### config.mk
export PLATFORM = sky130hd
export DESIGN_NAME = codec_intf_flat
export DESIGN_NICKNAME = d
export VERILOG_FILES = /design/src/rtl/eq_pkg.sv /design/src/rtl/codec_intf_if.sv /design/src/rtl/i2s_shift.sv /design/src/rtl/codec_intf.sv /design/src/flat_wrapper.sv
export SDC_FILE = /design/constraint.sdc
export NUM_CORES = 1
export LEC_CHECK = 0
export CAP_MARGIN = 0
export CORE_MARGIN = 2
export CORE_UTILIZATION = 30
export CTS_CLUSTER_DIAMETER = 30
export DETAILED_ROUTE_END_ITERATION = 12
export SYNTH_ARGS = -nofsm -noshare
export SYNTH_HDL_FRONTEND = slang
export SYNTH_SLANG_ARGS = --single-unit
### constraint.sdc
create_clock -name clk -period 2.4 [get_ports clk]
set_clock_uncertainty 0.2 [all_clocks]
set_input_delay 0.72 -clock clk [delete_from_list [all_inputs] [get_ports clk]]
set_output_delay 0.72 -clock clk [all_outputs]
set_load 0.02 [all_outputs]
### src/rtl/eq_pkg.sv
`default_nettype none
// ============================================================================
// Package : eq_pkg
// Brief   : Shared widths, I2S frame timing points and sample type.
// Rev     : 1.0 - initial release
// ============================================================================
package eq_pkg;

    localparam int DATA_W      = 16;
    localparam int FRAME_CNT_W = 10;

    localparam logic [4:0] MSB_SLOT = 5'd1;
    localparam logic [4:0] LSB_SLOT = 5'd16;

    localparam logic [FRAME_CNT_W-1:0] TX_LOAD_L = 10'd15;
    localparam logic [FRAME_CNT_W-1:0] TX_LOAD_R = 10'd527;
    localparam logic [FRAME_CNT_W-1:0] RX_DONE_L = 10'd263;
    localparam logic [FRAME_CNT_W-1:0] RX_DONE_R = 10'd775;

    typedef logic signed [DATA_W-1:0] sample_t;

    // Bit slot within the current half-frame (16 clk per slot).
    function automatic logic [4:0] slot_of(input logic [FRAME_CNT_W-1:0] cnt);
        return cnt[8:4];
    endfunction

endpackage
`default_nettype wire

### src/rtl/codec_intf_if.sv
`default_nettype none
// ============================================================================
// Interface : codec_intf_if
// Brief     : I2S pins plus parallel sample ports between EQ datapath and CODEC.
// Rev       : 1.0 - initial release
// ============================================================================
interface codec_intf_if;
    import eq_pkg::*;

    logic    SDout;
    sample_t lft_out;
    sample_t rht_out;
    logic    MCLK;
    logic    SCLK;
    logic    LRCLK;
    logic    SDin;
    logic    RSTn;
    sample_t lft_in;
    sample_t rht_in;
    logic    valid;

    modport master (
        input  SDout, lft_out, rht_out,
        output MCLK, SCLK, LRCLK, SDin, RSTn, lft_in, rht_in, valid
    );

    modport slave (
        output SDout, lft_out, rht_out,
        input  MCLK, SCLK, LRCLK, SDin, RSTn, lft_in, rht_in, valid
    );
endinterface
`default_nettype wire

### src/rtl/i2s_shift.sv
`default_nettype none
// ============================================================================
// Module : i2s_shift
// Brief  : Sample-wide MSB-first shift register with parallel load (load wins).
// Rev    : 1.0 - initial release
// ============================================================================
module i2s_shift
    import eq_pkg::*;
(
    input  logic    clk,
    input  logic    rst,
    input  logic    i_load,
    input  logic    i_shift,
    input  sample_t i_din,
    input  logic    i_ser,
    output sample_t o_word,
    output logic    o_msb
);

    sample_t r_sh_q;
    sample_t w_sh_d;

    always_comb begin
        w_sh_d = r_sh_q;
        if (i_load) begin
            w_sh_d = i_din;
        end else if (i_shift) begin
            w_sh_d = {r_sh_q[DATA_W-2:0], i_ser};
        end
    end

    always_ff @(posedge clk) begin
        if (rst) begin
            r_sh_q <= '0;
        end else begin
            r_sh_q <= w_sh_d;
        end
    end

    // o_word is the post-edge value so a capture on the final shift edge sees the full word.
    assign o_word = w_sh_d;
    assign o_msb  = r_sh_q[DATA_W-1];

endmodule
`default_nettype wire

### src/rtl/codec_intf.sv
`default_nettype none
// ============================================================================
// Module : codec_intf
// Brief  : I2S master for the CS4272: clock generation, SDout capture, SDin drive.
// Rev    : 1.0 - initial release
// ============================================================================
module codec_intf
    import eq_pkg::*;
(
    input  logic         clk,
    input  logic         rst,
    codec_intf_if.master codec_bus
);

    logic [FRAME_CNT_W-1:0] r_cnt_q,   w_cnt_d;
    logic                   r_rstn_q,  w_rstn_d;
    logic [1:0]             r_frame_q, w_frame_d;
    sample_t                r_hold_q,  w_hold_d;
    sample_t                r_lft_q,   w_lft_d;
    sample_t                r_rht_q,   w_rht_d;
    logic                   r_valid_q, w_valid_d;

    logic [4:0] w_slot;
    logic       w_wrap;
    logic       w_rx_shift;
    logic       w_tx_load;
    logic       w_tx_shift;
    sample_t    w_tx_din;
    sample_t    w_rx_word;
    sample_t    w_tx_word;
    logic       w_rx_msb;
    logic       w_tx_msb;
    logic       w_unused;

    assign w_slot     = slot_of(r_cnt_q);
    assign w_wrap     = (r_cnt_q == '1);
    assign w_rx_shift = (r_cnt_q[3:0] == 4'd7) && (w_slot >= MSB_SLOT) && (w_slot <= LSB_SLOT);
    assign w_tx_load  = (r_cnt_q == TX_LOAD_L) || (r_cnt_q == TX_LOAD_R);
    assign w_tx_shift = (r_cnt_q[3:0] == 4'hF);
    assign w_tx_din   = (r_cnt_q == TX_LOAD_L) ? codec_bus.lft_out : codec_bus.rht_out;

    i2s_shift u_rx_shift (
        .clk     (clk),
        .rst     (rst),
        .i_load  (1'b0),
        .i_shift (w_rx_shift),
        .i_din   ('0),
        .i_ser   (codec_bus.SDout),
        .o_word  (w_rx_word),
        .o_msb   (w_rx_msb)
    );

    // Shifting zeros in leaves SDin low once the 16 data bits are out.
    i2s_shift u_tx_shift (
        .clk     (clk),
        .rst     (rst),
        .i_load  (w_tx_load),
        .i_shift (w_tx_shift),
        .i_din   (w_tx_din),
        .i_ser   (1'b0),
        .o_word  (w_tx_word),
        .o_msb   (w_tx_msb)
    );

    assign w_unused = ^{w_rx_msb, w_tx_word};

    always_comb begin
        w_cnt_d   = r_cnt_q + FRAME_CNT_W'(1);
        w_rstn_d  = r_rstn_q | w_wrap;
        w_frame_d = r_frame_q;
        w_hold_d  = r_hold_q;
        w_lft_d   = r_lft_q;
        w_rht_d   = r_rht_q;
        w_valid_d = 1'b0;

        // Frame count starts only once the CODEC is out of reset; first frame is discarded.
        if (w_wrap && r_rstn_q && (r_frame_q != 2'd3)) begin
            w_frame_d = r_frame_q + 2'd1;
        end

        if (r_cnt_q == RX_DONE_L) begin
            w_hold_d = w_rx_word;
        end

        if ((r_cnt_q == RX_DONE_R) && (r_frame_q != 2'd0)) begin
            w_valid_d = 1'b1;
            w_lft_d   = r_hold_q;
            w_rht_d   = w_rx_word;
        end
    end

    always_ff @(posedge clk) begin
        if (rst) begin
            r_cnt_q   <= '0;
            r_rstn_q  <= 1'b0;
            r_frame_q <= 2'd0;
            r_hold_q  <= '0;
            r_lft_q   <= '0;
            r_rht_q   <= '0;
            r_valid_q <= 1'b0;
        end else begin
            r_cnt_q   <= w_cnt_d;
            r_rstn_q  <= w_rstn_d;
            r_frame_q <= w_frame_d;
            r_hold_q  <= w_hold_d;
            r_lft_q   <= w_lft_d;
            r_rht_q   <= w_rht_d;
            r_valid_q <= w_valid_d;
        end
    end

    assign codec_bus.MCLK   = r_cnt_q[1];
    assign codec_bus.SCLK   = r_cnt_q[3];
    assign codec_bus.LRCLK  = r_cnt_q[9];
    assign codec_bus.SDin   = w_tx_msb;
    assign codec_bus.RSTn   = r_rstn_q;
    assign codec_bus.lft_in = r_lft_q;
    assign codec_bus.rht_in = r_rht_q;
    assign codec_bus.valid  = r_valid_q;

endmodule
`default_nettype wire

### src/flat_wrapper.sv
// flat-port wrapper written by rule: the top's interface ports become plain ports
module codec_intf_flat import eq_pkg::*;
  (clk, rst, codec_bus_SDout, codec_bus_lft_out, codec_bus_rht_out, codec_bus_MCLK, codec_bus_SCLK, codec_bus_LRCLK, codec_bus_SDin, codec_bus_RSTn, codec_bus_lft_in, codec_bus_rht_in, codec_bus_valid);
  codec_intf_if codec_bus_i ();
  input  logic clk;
  input  logic rst;
  input wire logic [$bits(codec_bus_i.SDout)-1:0] codec_bus_SDout;
  input wire logic [$bits(codec_bus_i.lft_out)-1:0] codec_bus_lft_out;
  input wire logic [$bits(codec_bus_i.rht_out)-1:0] codec_bus_rht_out;
  output wire logic [$bits(codec_bus_i.MCLK)-1:0] codec_bus_MCLK;
  output wire logic [$bits(codec_bus_i.SCLK)-1:0] codec_bus_SCLK;
  output wire logic [$bits(codec_bus_i.LRCLK)-1:0] codec_bus_LRCLK;
  output wire logic [$bits(codec_bus_i.SDin)-1:0] codec_bus_SDin;
  output wire logic [$bits(codec_bus_i.RSTn)-1:0] codec_bus_RSTn;
  output wire logic [$bits(codec_bus_i.lft_in)-1:0] codec_bus_lft_in;
  output wire logic [$bits(codec_bus_i.rht_in)-1:0] codec_bus_rht_in;
  output wire logic [$bits(codec_bus_i.valid)-1:0] codec_bus_valid;
  assign codec_bus_i.SDout = codec_bus_SDout;
  assign codec_bus_i.lft_out = codec_bus_lft_out;
  assign codec_bus_i.rht_out = codec_bus_rht_out;
  assign codec_bus_MCLK = codec_bus_i.MCLK;
  assign codec_bus_SCLK = codec_bus_i.SCLK;
  assign codec_bus_LRCLK = codec_bus_i.LRCLK;
  assign codec_bus_SDin = codec_bus_i.SDin;
  assign codec_bus_RSTn = codec_bus_i.RSTn;
  assign codec_bus_lft_in = codec_bus_i.lft_in;
  assign codec_bus_rht_in = codec_bus_i.rht_in;
  assign codec_bus_valid = codec_bus_i.valid;
  codec_intf u_core (.clk(clk), .rst(rst), .codec_bus(codec_bus_i));
endmodule
* Yosys cells after proc, flatten, opt, wreduce, memory -nomap -nowiden *
Cells that the tools add are included.

operators by class
  $add $sub $neg = 2
  $mul = 0
  div/mod/pow operators = 0
  $lt $le $gt $ge = 2
  equality and inequality tests = 8
  shifts and indexed selects = 0
  multiplexer cells = 5
  bitwise gates (word level) = 1
  reduce and logical (&&, ||, !) cells = 8

operators by type and width
  operator                                                number
  two-way mux 16 bit                                      4
  == test 10 bit (second input constant)                  3
  adder 10 x 1 -> 10 bit (second input constant)          1
  == test 10 x 4 -> 1 bit (second input constant)         1
  == test 10 x 9 -> 1 bit (second input constant)         1
  >= comparator 5 x 1 -> 1 bit (second input constant)    1
  less-or-equal comparator 5 bit (second input constant)  1
  logical AND 1 bit                                       5
  == test 4 x 3 -> 1 bit (second input constant)          1
  == test 4 bit (second input constant)                   1
  nonzero test 2 bit                                      2
  adder 2 x 1 -> 2 bit (second input constant)            1
  inequality test 2 bit (second input constant)           1
  logical OR 1 bit                                        1
  two-way mux 1 bit                                       1
  bitwise OR 1 bit                                        1

word-level totals
  register bits = 94
  latch bits = 0
  memory bits (writable) = 0
  bits in read-only memories = 0
  input port bits = 35
  memories = 0

* Depth between registers and ports, before layout *
Gate-level depths: netlist of run 1.

  depth in word-level cells = 4
  mapped depth = 8
  gate-level depth less buffers = 6

* Cells and area by module *
Synthesis of run 1 repeated with hierarchy kept, for this count alone.

second synthesis, totals
  cells, all modules = 446
  area, all modules = 4485.6 µm²

by module, submodules not included
  module      instances  cells each  area an instance (µm²)
  codec_intf  1          268         2791.4
  i2s_shift   2          89          847.1

* Least setup slack after synthesis of run 1 *
Ideal clock, no wire load.

  path kind = register to register
  start = reg u_core.r_cnt_q[1]
  end = reg u_core.r_rht_q[10] (netlist: u_core.codec_bus.rht_in[10])
  library setup time = 143 ps
  arrival time = 2090 ps
  required time = 2057 ps
  setup slack = -33 ps
  cell stages (with the launch flop) = 7
  buffers on the path = 1
  cells stage by stage = dfxtp_1 ha_1 or4bb_1 mux2i_4 buf_6 mux2i_1 a211oi_2

on the way
  longest elaborated chain between the ends = 4

ends and longest elaborated chain
  element                          line               source
  start: declaration               codec_intf.sv:15   logic [FRAME_CNT_W-1:0] r_cnt_q, w_cnt_d;
  start signal: assignment         codec_intf.sv:102  r_cnt_q <= w_cnt_d;
  == test 4 x 3 -> 1 bit           codec_intf.sv:37   assign w_rx_shift = (r_cnt_q[3:0] == 4'd7) && (w_slot >= MSB_SLOT) && (w_slot <= LSB_SLOT);
  logical AND 1 bit (2 in series)  codec_intf.sv:37
  two-way mux 16 bit               i2s_shift.sv:27    end else if (i_shift) begin
  end signal: assignment           codec_intf.sv:107  r_rht_q <= w_rht_d;
  end: declaration                 codec_intf.sv:20   sample_t r_rht_q, w_rht_d;

Several ways; a longest one is shown, not always the timed one.
A chain may end at the register's enable or synchronous reset.

* Worst setup path in the final report of run 1 *
  start = reg u_core.r_rstn_q (netlist: u_core.codec_bus.RSTn)
  end = out codec_bus_RSTn

RTL lines
  element                   line                source
  start: declaration        codec_intf.sv:16    logic r_rstn_q, w_rstn_d;
  start signal: assignment  codec_intf.sv:103   r_rstn_q <= w_rstn_d;
  end: declaration          flat_wrapper.sv:14  output wire logic [$bits(codec_bus_i.RSTn)-1:0] codec_bus_RSTn;

No word-level cell between the ends.

==> results of run 1 <==
==> stage by stage <==
| stage | power, W | utilization | instance area (µm²) |
|---|---|---|---|
| finish | 0.00300 | 0.400 | 5000 |
| global route | 0.00310 | 0.400 | 5000 |
| CTS | 0.00304 | 0.400 | 5000 |
| detailed placement | 0.00173 | 0.378 | 4730 |
| global placement | 0.00173 | 0.378 | 4730 |
| floorplan | 0.00166 | - | 3810 |
==> layout make-up <==
type                            count  area share
Sequential cell                    94       0.376
Multi-Input combinational cell    261       0.357
Timing Repair Buffer               81       0.167
Clock buffer                       10      0.0458
Tap cell                          172      0.0430
Clock inverter                      6     0.00900
Inverter                            3     0.00225
==> kinds of logic (layout without fill, tap and decap cells) <==
| family | count (synthesis) | count (layout) |
|---|---|---|
| flip-flops | 94 | 94 |
| AND/OR/NAND/NOR | 134 | 134 |
| AO/OA/AOI/OAI | 51 | 51 |
| adder cells (fa/ha/maj) | 3 | 3 |
| buffers and inverters | 30 | 100 |
| multiplexers | 65 | 65 |
| XOR/XNOR | 8 | 8 |
==> metal layers <==
layer,up-vias,GRT usage,routed length (µm)
li1,1449,-,-
met1,1282,0.170,4000
met2,43,0.176,3420
met3,9,0.0291,342
met4,0,0.0447,102
met5,-,0,0
==> power by group <==
part | internal (W) | switching (W)
Sequential | 0.00156 | 0.00000451
Clock | 0.000708 | 0.000597
Combinational | 0.0000768 | 0.0000470
Total | 0.00235 | 0.000648
==> cells in the final DEF, fill, tap and decap left out, drive strengths merged, types with 5 or more instances in the layout <==
cell           count
a211oi            16
a21oi             18
buf               10
clkbuf            10
clkdlybuf4s50     70
dfxtp             94
inv                5
mux2              16
mux2i             49
nand2             35
nand2b            18
nor2              62
o22ai             15
xnor2              6
==> state kept, by name (all words and copies together), names as in the netlist <==
register	cells
u_core.codec_bus.rht_in	16
u_core.codec_bus.RSTn	1
u_core.codec_bus.valid	1
u_core.u_tx_shift.r_sh_q	16
u_core.r_cnt_q	10
u_core.codec_bus.lft_in	16
u_core.r_hold_q	16
u_core.r_frame_q	2
u_core.u_rx_shift.r_sh_q	16
==> worst paths after layout <==
check	slack [ps]	cells past startpoint	from	to
worst max register to register	160	6	u_core.r_cnt_q[0]	u_core.codec_bus.rht_in[0]
worst max-delay path	150	1	u_core.codec_bus.RSTn	codec_bus_RSTn
worst min register to register	250	2	u_core.codec_bus.lft_in[7]	u_core.codec_bus.lft_in[7]
worst min-delay path	250	2	u_core.codec_bus.lft_in[7]	u_core.codec_bus.lft_in[7]
==> flow_metrics.tcl, run 1 <==
set metrics [dict create \
    dieWidth_um 117 \
    drc 0 \
    synthCells 385 \
    timing.final.crit_period_ps 2250 \
    nFillCells 1267 \
    yosysMostFrequentCell "dfxtp_1" \
    slowest_delay_ps 620 \
    maxCapViolCount 0 \
    final.setup.tns_ps 0 \
    cts.sinks 94 \
    place.port_buffers 72 \
    gp_congestion 0.731 \
    stdcell_count 627 \
    required_ps 1480 \
    n_antenna_cell 0 \
    row_count 41 \
    max_slew_margin 0.601 \
    hp-class "flip-flop to flip-flop" \
    synthXorXnorAreaFrac 0.0184 \
    drt_wl_total_um 7870 \
    grtUsageTotal 0.120 \
    place_ws_ps 161 \
    cts-resized-gates 0 \
    hold_violations 0 \
    worstMarginPinSlew_ps 599 \
    die_y_um 117 \
    syn_avg_cell_area_um2 9.88 \
    area_delta_synth_final_pct 31.5 \
    power.density_mw_per_mm2 599 \
    ys_warn_count 0 \
    grt-ovfl-total 0 \
    wl_per_cell_um 12.5 \
    clk_latency_ps 330 \
    synthMuxAreaShare 0.180 \
    cts-htree-levels 3 \
    io_pins 73 \
    critPathTopFamily "buffers and inverters" \
    root_buffer "clkbuf_16" \
    dr.pass1.iters 6 \
    fin_crit_sh 0.938 \
    synth_top_family_by_area "multiplexers" \
    maxSlewViolCount 0 \
    rsz0062_at_grt "no" \
    worst_setup_path_start_kind "flip-flop" \
    fin_ws_ps 150 \
    vdd_drop_max_mv 0.246 \
    yosysTopAreaCellShare 0.495 \
    synth_fp_nets 423 \
    cts_made_buffers 9 \
    setup_viol 0 \
    grt_pass1_vias 2684 \
    core_mm2 0.0125 \
    drive_above_1_share 0.127 \
    drtAntennaViolNets 0 \
    crit_path_top_delay_cell "clkdlybuf4s50_1" \
    cts_buffer_depth 2 \
    async_flop_share 0 \
    synth_fa_ha_area_frac 0.00987 \
    seq_area_frac_synth 0.495 \
    num_vias 2783 \
    start_util 0.304 \
    cts_setup_buffers 0 \
    cts.reportedPaths.clkPinSlew_ps 60 \
    cts_tree "done" \
    synth_edf_count 0 \
    regArea_mm2 0.00188 \
    synth_seq_cells 94 \
    synth_common_cells "94 x dfxtp_1, 61 x nor2_1, 48 x mux2i_1" \
    yosys.area.top_type "dfxtp_1" \
    crit_path_end_kind "output port" \
    yosys.cell_types.count 35 \
    yosys_most_used_dff "dfxtp_1" \
    cts_hold_buf 0 \
    path_buf_inv 1 \
    grt_max_degree 95 \
    drt_first_iter_violations 135 \
    synth_compound_area_frac 0.0960 \
    die-area_mm2 0.0136 \
    syn_area_mm2 0.00380 \
    outcome "finished clean" \
    whs_ps 255 \
    path_class "flip-flop to output port" \
    fmax_mhz 444 \
    final_nets 488 \
    cp_max_fo 3 \
    crit_arrival_ps 1330 \
    path_cells "clkdlybuf4s50_1" \
    grt_pass1_wl_um 12900 \
    dp_hpwl_um 5340 \
    dp.cells 611 \
    p_leak_nw 1.72 \
    grt_antenna_before_repair 0 \
    synth.area.top_cells "dfxtp_1 49%, mux2i_1 13%, nor2_1 6.0%, mux2_2 4.7%, nand2_1 3.5%" \
    via_per_inst 4.44 \
    multiInputGateArea_mm2 0.00178 \
    synth_simple_gate_area_frac 0.163 \
]
No activity file was read; power rests on OpenSTA's default activity.
==> run 2: changes to the inputs <==
CORE_MARGIN = 5   (was 2)
==> flow_metrics.tcl, run 2 (same netlist as run 1, synthesis figures left out) <==
set metrics [dict create \
    outcome "finished clean" \
    io_pins 73 \
    wl_per_cell_um 13.3 \
    dr.pass1.iters 4 \
    hold_violations 0 \
    cts.reportedPaths.clkPinSlew_ps 60 \
    root_buffer "clkbuf_16" \
    grt_pass1_wl_um 13900 \
    met2_length_um 3670 \
    wl_met3_um 342 \
    num_vias 2838 \
    post-route-util 0.400 \
    max_slew_margin 0.580 \
    timing.final.crit_period_ps 2250 \
    rsz0062_at_grt "no" \
    worstMarginPinSlew_ps 630 \
    crit_arrival_ps 2250 \
    dieWidth_um 123 \
    dp_hpwl_um 5770 \
    cts_buffer_depth 2 \
    cts-htree-levels 3 \
    switchingPower_w 0.000655 \
    combPwrFrac 0.041 \
    via_per_inst 4.53 \
    drtAntennaViolNets 0 \
    cts_setup_buffers 0 \
    placed_area_mm2 0.00473 \
    drt_first_iter_violations 142 \
    dp.cells 611 \
    p_int_w 0.00235 \
    sw_frac_of_total 0.218 \
    final_nets 488 \
    hp-class "flip-flop to flip-flop" \
    grt-ovfl-total 0 \
    drive_above_1_share 0.130 \
    start_util 0.304 \
    final.setup.tns_ps 0 \
    worst_setup_path_start_kind "flip-flop" \
    grt_max_degree 95 \
    crit_path_top_delay_cell "or4bb_1" \
    final_common_cell "dfxtp_1" \
    fin_area_mm2 0.00500 \
    area_delta_synth_final_pct 31.5 \
    cts_tree "done" \
    reg2reg_setup_slack_ps 150 \
    path_cells "ha_2, or4bb_1, mux2i_4, buf_12, mux2i_1, a211oi_1" \
    cts_made_buffers 9 \
    vdd_drop_max_mv 0.420 \
    n_antenna_cell 0 \
    power.density_mw_per_mm2 600 \
    fmax_mhz 444 \
    required_ps 2400 \
    grt_pass1_vias 2800 \
    place.port_buffers 72 \
    crit_path_end_kind "flip-flop" \
    clkPwrFrac 0.436 \
    maxCapViolCount 0 \
    clk_latency_ps 330 \
    drt_wl_total_um 8330 \
    stdcell_count 627 \
    slowest_delay_ps 540 \
    core_mm2 0.0125 \
    path_class "flip-flop to flip-flop" \
    cp_max_fo 16 \
    grt_antenna_before_repair 0 \
    row_count 41 \
    highest_layer "met4" \
    drt-met1-wl_um 4170 \
    fin_crit_sh 0.939 \
    die_y_um 123 \
    p_leak_nw 1.73 \
    die-area_mm2 0.0150 \
    final_cell_mix "93 x dfxtp_1, 70 x clkdlybuf4s50_1, 61 x nor2_1" \
    grtUsageTotal 0.116 \
    maxSlewViolCount 0 \
    gp_congestion 0.717 \
    seq_power_share 0.522 \
    cts.sinks 94 \
    drc 0 \
    setup_viol 0 \
]
run 2: power groups by stage:
stage	Clock, W	Sequential, W	Combinational (W)
5_1_grt	0.00142	0.00157	0.000136
3_3_place_gp	0	0.00160	0.000124
2_1_floorplan	0	0.00161	0.0000514
3_5_place_dp	0	0.00160	0.000126
4_1_cts	0.00135	0.00157	0.000127
6_report	0.00131	0.00157	0.000124
run 2: metrics by stage:
| stage | setup slack [ps] | total power [W] | hold slack [ps] |
|---|---|---|---|
| final | 146 | 0.00300 | 250 |
| after global routing | 36.7 | 0.00312 | 269 |
| after CTS | 1.38 | 0.00304 | 256 |
| after detailed placement | 151 | 0.00173 | 246 |
| after global placement | 181 | 0.00173 | 232 |
| after floorplan | 77.2 | 0.00166 | 219 |
run 2: worst paths after layout:
path | to | start | cells after the start
max | u_core.codec_bus.rht_in[1] | u_core.r_cnt_q[0] | 6
min | u_core.r_cnt_q[0] | u_core.r_cnt_q[0] | 1
max reg2reg | u_core.codec_bus.rht_in[1] | u_core.r_cnt_q[0] | 6
min reg2reg | u_core.r_cnt_q[0] | u_core.r_cnt_q[0] | 1
run 2: cell type report:
type                    count  area, µm²
clock buffers               9        225
inverters                   3       11.3
fillers                  1264       7510
well taps                 172        215
clock inverters             7       48.8
flip-flops and latches     94       1880
repair buffers             81        836
multi-input cells         261       1780
run 2: routing by layer:
metal  global-route usage  vias up
met3               0.0281       11
met1                0.163     1326
li1                     -     1454
met2                0.171       47
met5                    0        -
met4               0.0483        0
run 2: timing repair:
| item | CTS | global route |
|---|---|---|
| endpoints found under the setup margin | 0 | 1 |
| resized for setup | 0 | 1 |
| hold buffers | 0 | 0 |
run 2: critical path: cells and delay by family (launching register included):
kind,cells,cell delay (ps)
AO/OA/AOI/OAI,1,120
adder cells (fa/ha/maj),1,240
buffers and inverters,1,190
flip-flops,1,350
multiplexers,2,490
AND/OR/NAND/NOR,1,540
==> run 3: changes to the inputs <==
ABC_CLOCK_PERIOD_IN_PS = 2400   (was default)
==> results of run 3 <==
No change in the layout: final DEF, timing and power equal those of run 2.
